===== config.mk =====
export PLATFORM = sky130hd
export DESIGN_NAME = swap_sequencer
export DESIGN_NICKNAME = d
export VERILOG_FILES = /design/src/rtl/swap_sequencer.sv
export SDC_FILE = /design/constraint.sdc
export NUM_CORES = 1
export LEC_CHECK = 0
export ABC_AREA = 0
export CORE_AREA = 2 2 39 41
export DETAILED_ROUTE_END_ITERATION = 6
export DIE_AREA = 0 0 41 43
export MAX_ROUTING_LAYER = met4
export PLACE_DENSITY = 0.78
export SYNTH_ARGS = -nofsm -noshare
export SYNTH_HDL_FRONTEND = slang
export SYNTH_SLANG_ARGS = --single-unit
export TNS_END_PERCENT = 20

===== constraint.sdc =====
create_clock -name clk -period 3.4 [get_ports clk]
set_clock_uncertainty 0.05 [all_clocks]
set_input_delay 0.68 -clock clk [delete_from_list [all_inputs] [get_ports clk]]
set_output_delay 0.68 -clock clk [all_outputs]
set_load 0.1 [all_outputs]

===== src/rtl/swap_sequencer.sv =====
// Sequencer around the shared 4:1 bus mux: owns registers A, B and T, loads A/B
// from external data while idle and swaps A<->B through T over three bus transfers.
module swap_sequencer #(
  parameter int N = 3
) (
  input  logic         clk,
  input  logic         reset_n,
  input  logic [N-1:0] bus_in,
  input  logic         ld_a,
  input  logic         ld_b,
  input  logic         swap,
  output logic [1:0]   sel,
  output logic [N-1:0] a_q,
  output logic [N-1:0] b_q,
  output logic [N-1:0] t_q,
  output logic         busy,
  output logic         done
);

  typedef enum logic [2:0] {
    IDLE   = 3'd0,
    XFER_T = 3'd1,
    XFER_A = 3'd2,
    XFER_B = 3'd3,
    DONE   = 3'd4
  } state_t;

  state_t       state_q, state_d;
  logic [N-1:0] a_d, b_d, t_d;

  // bus_in is the mux output for the current sel, so each transfer state simply
  // captures the bus into its destination register.
  always_comb begin
    state_d = state_q;
    a_d     = a_q;
    b_d     = b_q;
    t_d     = t_q;
    case (state_q)
      IDLE: begin
        if (swap) begin
          state_d = XFER_T;
        end else begin
          if (ld_a) a_d = bus_in;
          if (ld_b) b_d = bus_in;
        end
      end
      XFER_T: begin
        t_d     = bus_in;
        state_d = XFER_A;
      end
      XFER_A: begin
        a_d     = bus_in;
        state_d = XFER_B;
      end
      XFER_B: begin
        b_d     = bus_in;
        state_d = DONE;
      end
      DONE:    state_d = IDLE;
      default: state_d = IDLE;
    endcase
  end

  always_ff @(posedge clk or negedge reset_n) begin
    if (!reset_n) begin
      state_q <= IDLE;
      a_q     <= '0;
      b_q     <= '0;
      t_q     <= '0;
    end else begin
      state_q <= state_d;
      a_q     <= a_d;
      b_q     <= b_d;
      t_q     <= t_d;
    end
  end

  // Moore decode: outputs depend on the state register only.
  always_comb begin
    sel  = 2'b00;
    busy = 1'b0;
    done = 1'b0;
    case (state_q)
      XFER_T: begin sel = 2'b01; busy = 1'b1; end
      XFER_A: begin sel = 2'b10; busy = 1'b1; end
      XFER_B: begin sel = 2'b11; busy = 1'b1; end
      DONE:   begin sel = 2'b00; busy = 1'b1; done = 1'b1; end
      default: ;
    endcase
  end

endmodule

==> results of run 1 <==
## layout by cell type, fill, tap and decap left out
master and n:
nand2_1 1, xnor2_1 2, and2_1 2, o21ai_0 1, dfrtp_1 12, mux2_2 6, a21oi_4 1, nor2b_1 4
buf_4 13, or4b_4 1, nor2_1 3, clkbuf_4 3, mux2_1 3, clkdlybuf4s50_1 7, o21a_1 1
## layout make-up
cell class,count,area [µm²]
timing repair buffer,20,168
tap,16,20.0
fill,133,659
sequential,12,300
clock buffer,3,22.5
multi-input combinational,25,214
## kinds of logic after synthesis
logic type | Yosys count
AO/OA/AOI/OAI | 3
XOR/XNOR | 2
buffers and inverters | 1
flip-flops | 12
multiplexers | 9
AND/OR/NAND/NOR | 11
## worst paths after layout
check | endpoint | slack [ns] | cells past startpoint | start
hold / removal | b_q[1] | 0.45 | 1 | b_q[1]
min in group asynchronous | b_q[2] | 0.71 | 1 | reset_n
max in group asynchronous | state_q[0] | 2.24 | 1 | reset_n
setup / recovery | b_q[0] | 1.32 | 4 | swap
hold reg to reg | b_q[1] | 0.45 | 1 | b_q[1]
setup reg to reg | b_q[0] | 1.67 | 3 | state_q[1]
## synthesized netlist by cell type (all sizes together)
master	count	area share [%]
dfrtp	12	57
mux2	9	19
nor2b	4	4.8
nor2	3	2.1
and2	2	2.4
xnor2	2	3.3
a21oi	1	3.1
buf	1	2.1
nand2	1	0.71
o21a	1	1.4
o21ai	1	0.95
or4b	1	2.6
## per-stage QoR
step	setup WS (ns)	hold WS [ns]
finish	1.32	0.448
global route	1.26	0.478
CTS	1.32	0.454
detailed placement	1.05	0.427
global placement	1.06	0.434
floorplan	0.617	0.334
## state kept, by name (all words and copies together), names as in the netlist
| register | cells |
|---|---|
| b_q | 3 |
| state_q | 3 |
| t_q | 3 |
| a_q | 3 |
## routing by layer
metal  routed length, µm  part of all wire, %  track usage (%)  vias to the layer above
li1                    -                    -                -                      175
met1                 420                   48             18.4                      160
met2                 383                   43             16.6                       14
met3                  80                  9.0             3.66                        0
met4                   0                    0             8.00                        0
met5                   0                    0                -                        -
## worst register-to-register path, cell delays in order (launching register included)
cell	delay [ns]
dfrtp_1	0.47
or4b_4	0.56
a21oi_4	0.20
mux2_1	0.33
==> impl_metrics.toml, run 1 <==
[job]
maxCapViolations = 0

[die]
dieArea_mm2 = 0.00176
die_h_um = 43
die_w_um = 41
initial_utilization_pct = 38.0
placementRows = 14
core_mm2 = 0.00138
io_pins = 21

[routing]
drc = 0
wire_per_inst_um = 11.6
viasPerCell = 4.59
first_pass_iters = 4
ant_nets = 0
wl_um = 884
first_iter_violations = 16
via_count = 349

[cells_and_area]
area_growth_pct = 37.9
fin_util_pct = 52.4
stdcell_count = 76
layout.nets = 70
drive_gt1_share_pct = 40.0
postLayoutCellArea_um2 = 724
diodes = 0

[cts]
numCtsBuffers = 3
cts_resized = 0
cts_tree = "built"
root_buffer = "clkbuf_4"
path_clk_slew_ns = 0.07
post_cts_buffers = 0
cts_sinks = 12
htree_levels = 1
clk_latency_ns = 0.26
clock_path_buffers = 2
holdBufCountCts = 0

[setup_path]
critPathArrivalTime_ns = 2.16
critPathMaxFanout = 3
cpPeakStageDelay_ns = 0.51
cpMaxStageDelayCell = "or4b_4"
critPathKind = "in2reg"
cp_top_family = "simple AND/OR/NAND/NOR gates"
end_kind = "flip-flop"
crit_buf_inv = 1
crit_chain = "clkdlybuf4s50_1 -> or4b_4 -> a21oi_4 -> mux2_1"
crit_path_start_kind = "primary input"
cp.required_ns = 3.49

[global_routing]
grt_pass1_vias = 330
grt_max_degree = 13
grt_pass1_wl_mm = 1.50
grt_remaining_overflow = 0
grtUsageTotal_pct = 13.2
antenna_found_initial = 0

[placement]
gp_congestion = 0.661
place_area_um2 = 702
dpl.hpwl_um = 680
dp.cells = 73
io_buffers = 20

[timing]
setup_viol = 0
fin_setup_tns_ns = 0
rsz0062_at_grt = "no"
fmax_mhz = 482
fin_crit_ns = 2.08
worstMarginPinSlew_ns = 0.516
finalHoldViolCount = 0
slew_viol_final = 0
finalCritPeriodShare_pct = 61.1
max-slew-margin-rel_pct = 65.5

[synth]
synthCells = 38
yosysWarnings = 0
synth-seq-cells = 12
synth_mux_area_share_pct = 19.3
ys_seq_area_share_pct = 57.1
yosysUniqueCellTypes = 13
syn_nets = 46
yosys.area_share.xor_xnor_pct = 3.33
syn_area_per_cell_um2 = 13.8
yosys.area_share.adder_pct = 0
netlist_area_um2 = 526
synthSimpleGateAreaFrac_pct = 12.6
synth_compound_area_share_pct = 5.48
synth_top_family_by_area = "multiplexers"

[worst_hold_path]
hold_class = "reg2reg"

[run_status]
status = "complete, no violations"
Power of run 1 is left out: the tool's default activity adds up to more than one toggle a clock period on the data nets, which glitch-free logic cannot reach.
==> run 2, diff against run 1 <==
--- a/config.mk
+++ b/config.mk
@@ -6,11 +6,11 @@
 export NUM_CORES = 1
 export LEC_CHECK = 0
 export ABC_AREA = 0
-export CORE_AREA = 2 2 39 41
+export CORE_MARGIN = 2
+export CORE_UTILIZATION = 40
 export DETAILED_ROUTE_END_ITERATION = 6
-export DIE_AREA = 0 0 41 43
 export MAX_ROUTING_LAYER = met4
-export PLACE_DENSITY = 0.78
+export PLACE_DENSITY = 0.79
 export SYNTH_ARGS = -nofsm -noshare
 export SYNTH_HDL_FRONTEND = slang
 export SYNTH_SLANG_ARGS = --single-unit
==> constraint.sdc (replaced) <==
create_clock -name clk -period 1.91 [get_ports clk]
set_clock_uncertainty 0.05 [all_clocks]
set_input_delay 0.382 -clock clk [delete_from_list [all_inputs] [get_ports clk]]
set_output_delay 0.382 -clock clk [all_outputs]
set_load 0.1 [all_outputs]
==> impl_metrics.toml, run 2 (synthesis results as in run 1) <==
[setup_path]
crit_chain = "buf_4 -> nor2_2 -> and2_1 -> buf_12"
cp_num_cells = 4
r2r_setup_slack_ns = 0.18
crit_buf_inv = 2
cpMaxStageDelayCell = "dfrtp_1"
critPathKind = "reg2out"
critPathMaxFanout = 8
r2r_cells = 3
cp_top_family = "flip-flops"
cp.required_ns = 1.48
cpPeakStageDelay_ns = 0.39
crit_path_start_kind = "flip-flop"
critPathArrivalTime_ns = 1.34
end_kind = "primary output"

[cells_and_area]
multi_input_area_um2 = 226
regArea_um2 = 300
postLayoutCellArea_um2 = 942
fin_util_pct = 74.3
final_common_cell = "buf_12"
diodes = 0
drive_gt1_share_pct = 49.2
final_cell_mix = "buf_12, dfrtp_1, clkdlybuf4s50_1, mux2_2, buf_4"
area_growth_pct = 79.3
layout.nets = 74
nFillCells = 87

[placement]
dpl.hpwl_um = 921
place_area_um2 = 903
io_buffers = 20
gp_congestion = 0.713
place_ws_ns = -0.123

[cts]
cts_tree = "built"
clk_latency_ns = 0.26
holdBufCountCts = 0
cts_sinks = 12
clock_path_buffers = 2
numCtsBuffers = 3
htree_levels = 1
root_buffer = "clkbuf_4"
path_clk_slew_ns = 0.08

[die]
initial_utilization_pct = 41.4
die_h_um = 40.2
placementRows = 13
io_pins = 21
die_w_um = 40.2
dieArea_mm2 = 0.00162
core_mm2 = 0.00127

[routing]
ant_nets = 0
drc = 0
viasPerCell = 4.88
via_count = 390
wire_per_inst_um = 14.8
wl_mm = 1.19
first_iter_violations = 1
first_pass_iters = 2

[timing]
setup_ws_ns = 0.142
finalHoldViolCount = 0
fmax_mhz = 566
max-slew-margin-rel_pct = 64.1
fin_crit_ns = 1.77
slew_viol_final = 0
setup_viol = 0
worstMarginPinSlew_ns = 0.537
timing.hold.ws_ns = 0.409
rsz0062_at_grt = "no"
finalCritPeriodShare_pct = 92.6

[global_routing]
antenna_found_initial = 0
grt_pass1_vias = 437
grt_max_degree = 13
grt_remaining_overflow = 0
grt_pass1_wl_mm = 1.90
grtUsageTotal_pct = 18.6

[worst_hold_path]
hold_class = "in2async"

[run_status]
status = "complete, no violations"

[job]
maxCapViolations = 0
[run 2: cell count changes in the layout (fill, tap and decap cells not counted)]
| cell | delta |
|---|---|
| buf_12 | +13 |
| buf_4 | -9 |
| clkbuf_8 | +1 |
| nor2_1 | -1 |
| nor2_2 | +1 |
| nor2b_1 | -1 |
| nor2b_2 | +1 |
| xnor2_1 | -1 |
| xnor2_2 | +1 |
[run 2: cell type report]
class                           instances  share of cell area, %
Multi-Input combinational cell         25                   24.0
Timing Repair Buffer                   24                   38.2
Tap cell                               15                   1.99
Clock buffer                            4                   3.85
Sequential cell                        12                   31.9
[run 2: per-stage QoR]
stage / instances / TNS (ns)
finish: 80 / 0
global route: 80 / 0
CTS: 80 / 0
detailed placement: 76 / -0.365
global placement: 76 / -0.321
floorplan: 38 / -1.12
[run 2: worst register-to-register path: cells and delay by family (launching register included)]
kind | cells | cell delay [ns]
and+or+nand+nor | 1 | 0.57
DFF | 1 | 0.45
muxes | 1 | 0.34
AOI/OAI and AO/OA | 1 | 0.20
[run 2: path summary, 6_finish.rpt]
| check | startpoint | to |
|---|---|---|
| min reg2reg | b_q[1] | b_q[1] |
| min in group clk | b_q[1] | b_q[1] |
| max | state_q[1] | done |
| max reg2reg | state_q[0] | b_q[2] |
| min | reset_n | a_q[0] |
| max in group asynchronous | reset_n | state_q[0] |
[run 2: repair_timing]
| action | CTS | global route |
|---|---|---|
| endpoints found under the setup margin | 0 | 1 |
| gates resized for setup | 0 | 1 |
| setup buffers | 0 | 0 |
[run 2: routing by layer]
layer	vias to the layer above	GRT usage, %	share of wire [%]
li1	184	-	-
met2	11	30.6	56
met3	0	3.33	3.5
met1	195	23.1	40
met5	-	-	0
met4	0	5.83	0
Power of run 2 is left out for the same reason.
